--- src/rtl/spi_slave_core_pkg.sv ---
// Shared types and constants for the SPI mode-0 register slave.
//   state_t       : frame FSM states
//   CMD_BITS      : command byte length (RW bit + address)
//   RW_WRITE      : value of cmd[7] that selects a write
//   DEVICE_ID_DEF : default read-only contents of register 0
package spi_slave_pkg;
  typedef enum logic [1:0] {IDLE, CMD, DATA, DONE} state_t;
  localparam int         CMD_BITS      = 8;
  localparam logic       RW_WRITE      = 1'b1;
  localparam logic [7:0] DEVICE_ID_DEF = 8'hA5;
endpackage

--- src/rtl/spi_slave_core_if.sv ---
// SPI pin bundle.
//   sclk : serial clock, idle low (master -> slave)
//   sdi  : MOSI (master -> slave)
//   csz  : chip select, active low (master -> slave)
//   sdo  : MISO (slave -> master)
interface spi_slave_core_if;
  logic sclk;
  logic sdi;
  logic csz;
  logic sdo;
  modport slave  (input sclk, input sdi, input csz, output sdo);
  modport master (output sclk, output sdi, output csz, input sdo);
endinterface

--- src/rtl/spi_sync_edge.sv ---
// N-flop synchroniser with single-clk rise/fall pulses on the synced level.
//   clk, rst  : system clock, async active-high reset
//   i_async   : asynchronous input
//   o_level   : synchronised level
//   o_rise    : one-clk pulse on synced 0->1
//   o_fall    : one-clk pulse on synced 1->0
module spi_sync_edge #(
  parameter int   N       = 2,
  parameter logic RST_VAL = 1'b0
) (
  input  logic clk,
  input  logic rst,
  input  logic i_async,
  output logic o_level,
  output logic o_rise,
  output logic o_fall
);
  logic [N-1:0] r_sync;
  logic         r_prev;

  always_ff @(posedge clk or posedge rst) begin
    if (rst) begin
      r_sync <= {N{RST_VAL}};
      r_prev <= RST_VAL;
    end else begin
      r_sync <= {r_sync[N-2:0], i_async};
      r_prev <= r_sync[N-1];
    end
  end

  assign o_level = r_sync[N-1];
  assign o_rise  =  r_sync[N-1] & ~r_prev;
  assign o_fall  = ~r_sync[N-1] &  r_prev;
endmodule

--- src/rtl/spi_slave_core.sv ---
// SPI mode-0 slave giving an external master read/write access to a small
// register file. All SPI pins are synchronised into clk; the FSM acts on
// synced sclk edges (rise = sample sdi, fall = drive next sdo bit).
// Frame: cmd[7]=RW (1=write), cmd[6:0]=address, then DATA_W data bits, MSB first.
//   clk     : system clock
//   reset_n : async reset, ACTIVE HIGH (1 = reset)
//   spi     : sclk/sdi/csz in, sdo out (slave modport)
module spi_slave_core
  import spi_slave_pkg::*;
#(
  parameter int                DATA_W    = 8,
  parameter int                ADDR_W    = 7,
  parameter int                NUM_REGS  = 8,
  parameter logic [DATA_W-1:0] DEVICE_ID = DEVICE_ID_DEF,
  parameter int                SYNC_STG  = 2
) (
  input  logic                clk,
  input  logic                reset_n,
  spi_slave_core_if.slave     spi
);
  localparam int MAXB  = (DATA_W > CMD_BITS) ? DATA_W : CMD_BITS;
  localparam int CNT_W = $clog2(MAXB);
  localparam int IDX_W = $clog2(NUM_REGS);

  logic w_rst;
  assign w_rst = reset_n;

  // synchronisers
  logic w_sck_rise, w_sck_fall, w_sck_lvl;
  logic w_cs_lvl, w_cs_rise, w_cs_fall;
  logic [SYNC_STG-1:0] r_sdi_sync;
  logic w_sdi;

  spi_sync_edge #(.N(SYNC_STG), .RST_VAL(1'b0)) u_sck (
    .clk(clk), .rst(w_rst), .i_async(spi.sclk),
    .o_level(w_sck_lvl), .o_rise(w_sck_rise), .o_fall(w_sck_fall)
  );

  // csz resets to deselected so release of reset never looks like a frame start
  spi_sync_edge #(.N(SYNC_STG), .RST_VAL(1'b1)) u_csz (
    .clk(clk), .rst(w_rst), .i_async(spi.csz),
    .o_level(w_cs_lvl), .o_rise(w_cs_rise), .o_fall(w_cs_fall)
  );

  // sdi goes through the same depth so it stays aligned with the sclk edge
  always_ff @(posedge clk or posedge w_rst) begin
    if (w_rst) r_sdi_sync <= '0;
    else       r_sdi_sync <= {r_sdi_sync[SYNC_STG-2:0], spi.sdi};
  end
  assign w_sdi = r_sdi_sync[SYNC_STG-1];

  // state
  state_t              r_state;
  logic [CNT_W-1:0]    r_cnt;
  logic [ADDR_W-1:0]   r_cmd;     // first 7 cmd bits; the 8th arrives live on w_sdi
  logic                r_rw;
  logic [ADDR_W-1:0]   r_addr;
  logic [DATA_W-2:0]   r_rx;      // first DATA_W-1 data bits; last arrives live
  logic [DATA_W-1:0]   r_tx;
  logic                r_sdo;
  logic [DATA_W-1:0]   r_regs [1:NUM_REGS-1];

  // address completed by the 8th rise, used to fetch read data in that same clk
  logic [ADDR_W-1:0]   w_addr_in;
  logic [DATA_W-1:0]   w_rd_data;
  logic [DATA_W-1:0]   w_wr_data;
  logic                w_wr_ok;

  assign w_addr_in = {r_cmd[ADDR_W-2:0], w_sdi};
  assign w_wr_data = {r_rx, w_sdi};
  assign w_wr_ok   = (r_rw == RW_WRITE) && (r_addr != '0) &&
                     (r_addr < ADDR_W'(NUM_REGS));

  always_comb begin
    w_rd_data = '0;
    if (w_addr_in == '0)
      w_rd_data = DEVICE_ID;
    else if (w_addr_in < ADDR_W'(NUM_REGS))
      w_rd_data = r_regs[w_addr_in[IDX_W-1:0]];
  end

  always_ff @(posedge clk or posedge w_rst) begin
    if (w_rst) begin
      r_state <= IDLE;
      r_cnt   <= '0;
      r_cmd   <= '0;
      r_rw    <= 1'b0;
      r_addr  <= '0;
      r_rx    <= '0;
      r_tx    <= '0;
      r_sdo   <= 1'b0;
      for (int i = 1; i < NUM_REGS; i++) r_regs[i] <= '0;
    end else if (w_cs_lvl) begin
      // deselected: covers idle, normal end of frame and mid-frame abort
      r_state <= IDLE;
      r_cnt   <= '0;
      r_sdo   <= 1'b0;
    end else begin
      case (r_state)
        IDLE: begin
          r_sdo <= 1'b0;
          if (w_cs_fall) begin
            r_state <= CMD;
            r_cnt   <= '0;
          end
        end
        CMD: begin
          r_sdo <= 1'b0;
          if (w_sck_rise) begin
            r_cmd <= w_addr_in;
            r_cnt <= r_cnt + CNT_W'(1);
            if (r_cnt == CNT_W'(CMD_BITS-1)) begin
              r_state <= DATA;
              r_cnt   <= '0;
              r_rw    <= r_cmd[ADDR_W-1];
              r_addr  <= w_addr_in;
              r_tx    <= (r_cmd[ADDR_W-1] == RW_WRITE) ? '0 : w_rd_data;
            end
          end
        end
        DATA: begin
          if (w_sck_rise) begin
            r_rx  <= w_wr_data[DATA_W-2:0];
            r_cnt <= r_cnt + CNT_W'(1);
            if (r_cnt == CNT_W'(DATA_W-1)) begin
              r_state <= DONE;
              r_sdo   <= 1'b0;
              if (w_wr_ok) r_regs[r_addr[IDX_W-1:0]] <= w_wr_data;
            end
          end else if (w_sck_fall && r_rw != RW_WRITE) begin
            r_sdo <= r_tx[DATA_W-1];
            r_tx  <= {r_tx[DATA_W-2:0], 1'b0};
          end
        end
        DONE: r_sdo <= 1'b0;
        default: r_state <= IDLE;
      endcase
    end
  end

  assign spi.sdo = r_sdo;

  // synced sclk level and csz rise are not needed beyond edge detection
  logic w_unused;
  assign w_unused = w_sck_lvl ^ w_cs_rise;
endmodule

--- src/flat_wrapper.sv ---
// flat-port wrapper written by rule: the top's interface ports become plain ports
module spi_slave_core_flat import spi_slave_pkg::*;
#(
  parameter int                DATA_W    = 8,
  parameter int                ADDR_W    = 7,
  parameter int                NUM_REGS  = 8,
  parameter logic [DATA_W-1:0] DEVICE_ID = DEVICE_ID_DEF,
  parameter int                SYNC_STG  = 2
)
  (clk, reset_n, spi_sclk, spi_sdi, spi_csz, spi_sdo);
  spi_slave_core_if spi_i ();
  input  logic clk;
  input  logic reset_n;
  input wire logic [$bits(spi_i.sclk)-1:0] spi_sclk;
  input wire logic [$bits(spi_i.sdi)-1:0] spi_sdi;
  input wire logic [$bits(spi_i.csz)-1:0] spi_csz;
  output wire logic [$bits(spi_i.sdo)-1:0] spi_sdo;
  assign spi_i.sclk = spi_sclk;
  assign spi_i.sdi = spi_sdi;
  assign spi_i.csz = spi_csz;
  assign spi_sdo = spi_i.sdo;
  spi_slave_core #(.DATA_W(DATA_W), .ADDR_W(ADDR_W), .NUM_REGS(NUM_REGS), .DEVICE_ID(DEVICE_ID), .SYNC_STG(SYNC_STG)) u_core (.clk(clk), .reset_n(reset_n), .spi(spi_i));
endmodule
--- config.mk ---
export PLATFORM = sky130hd
export DESIGN_NAME = spi_slave_core_flat
export DESIGN_NICKNAME = d
export VERILOG_FILES = /design/src/rtl/spi_slave_core_pkg.sv /design/src/rtl/spi_slave_core_if.sv /design/src/rtl/spi_sync_edge.sv /design/src/rtl/spi_slave_core.sv /design/src/flat_wrapper.sv
export SDC_FILE = /design/constraint.sdc
export NUM_CORES = 1
export LEC_CHECK = 0
export ABC_AREA = 1
export CAP_MARGIN = 10
export CELL_PAD_IN_SITES_DETAIL_PLACEMENT = 2
export CELL_PAD_IN_SITES_GLOBAL_PLACEMENT = 2
export CORE_ASPECT_RATIO = 1.4
export CORE_UTILIZATION = 41
export DETAILED_ROUTE_END_ITERATION = 6
export PLACE_DENSITY = 0.94
export SLEW_MARGIN = 30
export SYNTH_ARGS = -nofsm -noshare
export SYNTH_HDL_FRONTEND = slang
export SYNTH_HIERARCHICAL = 1
export SYNTH_SLANG_ARGS = --single-unit
--- constraint.sdc ---
create_clock -name clk -period 5.8 [get_ports clk]
set_clock_uncertainty 0.15 [all_clocks]
set_input_delay 0.58 -clock clk [delete_from_list [all_inputs] [get_ports clk]]
set_output_delay 0.58 -clock clk [all_outputs]
set_load 0.01 [all_outputs]
* Word level (Yosys, flattened, before mapping)
Cells that the tools add are included.
Cells by class: equality and inequality tests 15, bitwise operators 9, order comparisons 5, reduce and logical (&&, ||, !) cells 18, add/sub/neg operators 1, muxes and demuxes 32
Operator list (count):
- $mux 8 | 10
- $bwmux 56 | 1
- $bmux 8 s3 | 1
- $demux 8 s3 | 1
- $pmux 8 s2 | 1
- $mux 3 | 5
- $lt 7x4->1 const B | 2
- $mux 2 | 6
- $reduce_and 6->1 | 2
- $ne 3x3->1 const B | 3
- $pmux 3 s3 | 1
- $ge 4x4->1 const B | 2
- $ne 4x3->1 const B | 2
- $not 3->4 | 2
- $reduce_and 4->1 | 2
- $logic_not 7->1 | 1
- $reduce_bool 7->1 | 1
- $ne 3x2->1 const B | 2
- $pmux 2 s3 | 1
- $reduce_and 3->1 | 2
- $reduce_and 5->1 | 1
- $eq 2x2->1 const B | 2
- $logic_and 1x1->1 | 4
- $lt 4x1->1 const B | 1
- other kinds (14) | 24
Storage, ports and cells: logic and storage cells 100, flip-flop bits (word level) 100

* Longest topological paths before layout
word-level depth 10, gate-level depth with buffers 11, mapped depth without buffers 11

* Modules after synthesis
The synthesis kept the hierarchy.
By module, submodules not included:
- spi_slave_core | cells each 555, times used 1, seq. area each 2352.3 µm², area each 4433.0 µm²
- spi_sync_edge (u_core.u_csz) | cells each 8, times used 1, seq. area each 78.8 µm², area each 97.6 µm²
- spi_sync_edge (u_core.u_sck) | cells each 8, times used 1, seq. area each 75.1 µm², area each 93.8 µm²

* Least setup slack after synthesis
No wires, ideal clock.
path type register -> register, from reg u_core.r_cnt[0], to reg u_core.r_tx[2], buffers on the path 0, setup time 121 ps, cell stages (with the launch flop) 9, slack 3956 ps, period minus slack after synthesis 1844 ps, arrival 1573 ps, path through dfrtp_1 -> ha_1 -> ha_1 -> nor2_1 -> nor2_1 -> nand3_1 -> clkinv_1 -> o21ai_0 -> nand2_1
Between the ends: word-level cells in the longest chain between the ends 3
Ends and longest elaborated chain:
- from (decl) | RTL line spi_slave_core.sv:54 | logic [CNT_W-1:0] r_cnt;
- from (signal assigned) | RTL line spi_slave_core.sv:111 | r_cnt <= r_cnt + CNT_W'(1);
- from (signal assigned) | RTL line spi_slave_core.sv:124 | r_cnt <= r_cnt + CNT_W'(1);
- $eq 3x3->1 | RTL line spi_slave_core.sv:112 | if (r_cnt == CNT_W'(CMD_BITS-1)) begin
- $ne 2x1->1 (no source line)
- $reduce_and 6->1 (no source line)
- to (signal assigned) | RTL line spi_slave_core.sv:117 | r_tx <= (r_cmd[ADDR_W-1] == RW_WRITE) ? '0 : w_rd_data;
- to (signal assigned) | RTL line spi_slave_core.sv:132 | r_tx <= {r_tx[DATA_W-2:0], 1'b0};
- to (decl) | RTL line spi_slave_core.sv:59 | logic [DATA_W-1:0] r_tx;
Every way passes these cells. A chain may end at the register's enable or synchronous reset.

* Worst setup path in the final report
from reg u_core.r_state[0], to reg u_core/r_regs[10] in the netlist's numbering
Between the ends: word-level cells in the longest chain between the ends 2
Ends and longest elaborated chain:
- from (decl) | RTL line spi_slave_core.sv:53 | state_t r_state;
- from (signal assigned) | RTL line spi_slave_core.sv:84 | r_state <= IDLE;
- from (signal assigned) | RTL line spi_slave_core.sv:95 | r_state <= IDLE;
- from (signal assigned) | RTL line spi_slave_core.sv:103 | r_state <= CMD;
- $eq 2x2->1 | RTL line spi_slave_core.sv:99 | case (r_state)
- $reduce_and 5->1 (no source line)
- to (signal, indexed assignment) | RTL line spi_slave_core.sv:128 | if (w_wr_ok) r_regs[r_addr[IDX_W-1:0]] <= w_wr_data;
- to (decl) | RTL line spi_slave_core.sv:61 | logic [DATA_W-1:0] r_regs [1:NUM_REGS-1];
Every way passes these cells.

==> flow_summary.ini <==
[place]
preCtsSetupSlack_ns = 2.97
place_inst = 694
place_congestion = 0.780
port_buffers = 5
dp_hpwl_mm = 9.34

[pwr]
seqPwrFrac_pct = 46.0
p_leak_nw = 2.33
p_per_area_nw_per_um2 = 363
ir_drop_uv = 157
p_sw_share_pct = 35.4
pwr-share-clk_pct = 31.8
p_int_w = 0.00117
switchingPower_w = 0.000641
power_frac_comb_pct = 22.2

[grt]
grt_overflow = 0
grt_pass1_vias = 4471
grt_max_degree = 55
grt_pass1_wl_mm = 23.8
grt_use_total_pct = 27.5
antenna_found_initial = 0

[yosys]
synth_warnings = 6
netlist_area_um2 = 4620
synth_nets = 580
syn_avg_cell_area_um2 = 8.11
synthCells = 569

[outcome]
outcome = finished, final reports clean

[setup_path]
endpoint = u_core/r_regs[10]
r2r-end = u_core/r_regs[10]
critPathTopFamily = simple AND/OR/NAND/NOR gates
r2r_cells = 6
crit_chain = inv_1 > ha_1 > nand3_1 > nor2_4 > nand3_1 > o21ai_0
slowest_stage = nand3_1
cp_data_arrival_time_ns = 3.03
path_depth = 6
cp.required_ns = 5.89
crit_type = flop to flop
crit_path_end_kind = flop
max_stage_delay_ns = 0.70
r2r_slack_ns = 2.85
path_buf_inv = 1
critPathMostFrequentCell = nand3_1
crit_fanout = 16
cp-startpoint = u_core/r_state[0]
r2r_start = u_core/r_state[0]
crit_path_start_kind = flop

[cells_and_area]
nets = 575
drive_above_1_share_pct = 4.58
fin_util_pct = 45.6
syn2layout_area_growth_pct = 7.97
antenna_cells = 0
final_cells = 709

[drt]
num_vias = 3866
routed_wl_mm = 14.5
drt_iter0_markers = 151
wl_per_cell_um = 20.5
route.detailed.drc = 0
vias_per_cell = 5.45
drt_pass1_iterations = 4
ant_nets = 0

[die]
core_region_area_um2 = 10900
ioPinCount = 6
start_util_pct = 42.3
rows = 45
fp.dieH_um = 128
die-area_um2 = 11700
die_w_um = 91.7

[flow_run]
cap_viol_max_count = 0

[cts]
clockRootBuffer = clkbuf_16
insertion_delay_ns = 0.36
cts_resized = 0
cts_buffers = 9
cts_setup_buffers = 0
postCtsHoldBufs = 0
clock_path_buffers = 2
numClockSinks = 100
htree_levels = 3
clk_pin_slew_ns = 0.07
cts_tree = built

[sta]
max_clock_freq_ghz = 0.339
period_needed_ns = 2.95
fin_ws_ns = 2.85
slew-limit-headroom_pct = 38.2
fin_crit_sh_pct = 50.8
hold_violations = 0
tightest_slew_ns = 0.925
setup_viol = 0
drv_slew = 0
grt_setup_unrepaired = false
finalSetupTns_ns = 0

[worst_hold_path]
hp-class = flop to flop
## layer usage
layer  share of wire, %  track usage (%)
met5                  0                0
met4                3.4             13.0
met3                2.2             5.24
met2                 55             50.6
met1                 40             30.1
## power groups by stage
stage	logic (W)	registers [W]	clock network, W
final	0.000402	0.000834	0.000576
after global routing	0.000448	0.000843	0.000610
after CTS	0.000408	0.000834	0.000591
after detailed placement	0.000391	0.000845	0
after global placement	0.000355	0.000835	0
after floorplan	0.000288	0.000793	0
## per-stage QoR
stage | power (W) | cell area [µm²] | hold WS [ns]
detailed placement | 0.00124 | 4720 | 0.195
global route | 0.00190 | 4980 | 0.218
finish | 0.00181 | 4980 | 0.210
CTS | 0.00183 | 4980 | 0.211
floorplan | 0.00108 | 4620 | 0.181
global placement | 0.00119 | 4710 | 0.182
## cells in the final DEF, fill, tap and decap left out, types with 4 or more instances in the layout
cell type / count
o211ai_1: 4
ha_1: 6
nor2_1: 47
a21oi_1: 10
nand2_1: 169
o21ai_0: 91
clkdlybuf4s50_1: 5
clkbuf_16: 9
nand3_1: 41
dfrtp_1: 97
or2_2: 4
inv_1: 62
## sequential cells by signal (all words and copies together), names as in the netlist
register	flops
u_core/r_cmd	7
u_core/r_state	2
u_core/r_sdi_sync	2
u_core/r_rx	7
u_core/r_addr	7
u_core/u_sck/r_sync	2
u_core/u_csz/r_prev	1
u_core/u_sck/r_prev	1
u_core/u_csz/r_sync	2
u_core/r_regs	56
u_core/r_tx	8
u_core/r_rw	1
u_core/r_cnt	3
u_core/spi.sdo	1
## worst min path at each step
stage                           startpoint                endpoint  slack, ns  cells past startpoint
CTS                 u_core/u_sck/r_sync[0]  u_core/u_sck/r_sync[1]       0.21                      0
detailed placement  u_core/u_sck/r_sync[0]  u_core/u_sck/r_sync[1]       0.20                      0
global placement      u_core/r_sdi_sync[0]    u_core/r_sdi_sync[1]       0.18                      0
floorplan                          reset_n     u_core/u_sck/r_prev       0.18                      1
global route        u_core/u_csz/r_sync[0]  u_core/u_csz/r_sync[1]       0.22                      0
finish              u_core/u_sck/r_sync[0]  u_core/u_sck/r_sync[1]       0.21                      0
## cell type report
| cell class | instances | area (µm²) |
|---|---|---|
| clock buffers | 11 | 243 |
| clock inverters | 4 | 26.3 |
| fillers | 1253 | 5940 |
| inverters | 65 | 249 |
| multi-input cells | 381 | 1720 |
| flip-flops and latches | 100 | 2510 |
| well taps | 141 | 176 |
| repair buffers | 7 | 65.1 |
No activity file was read; power rests on OpenSTA's default activity.
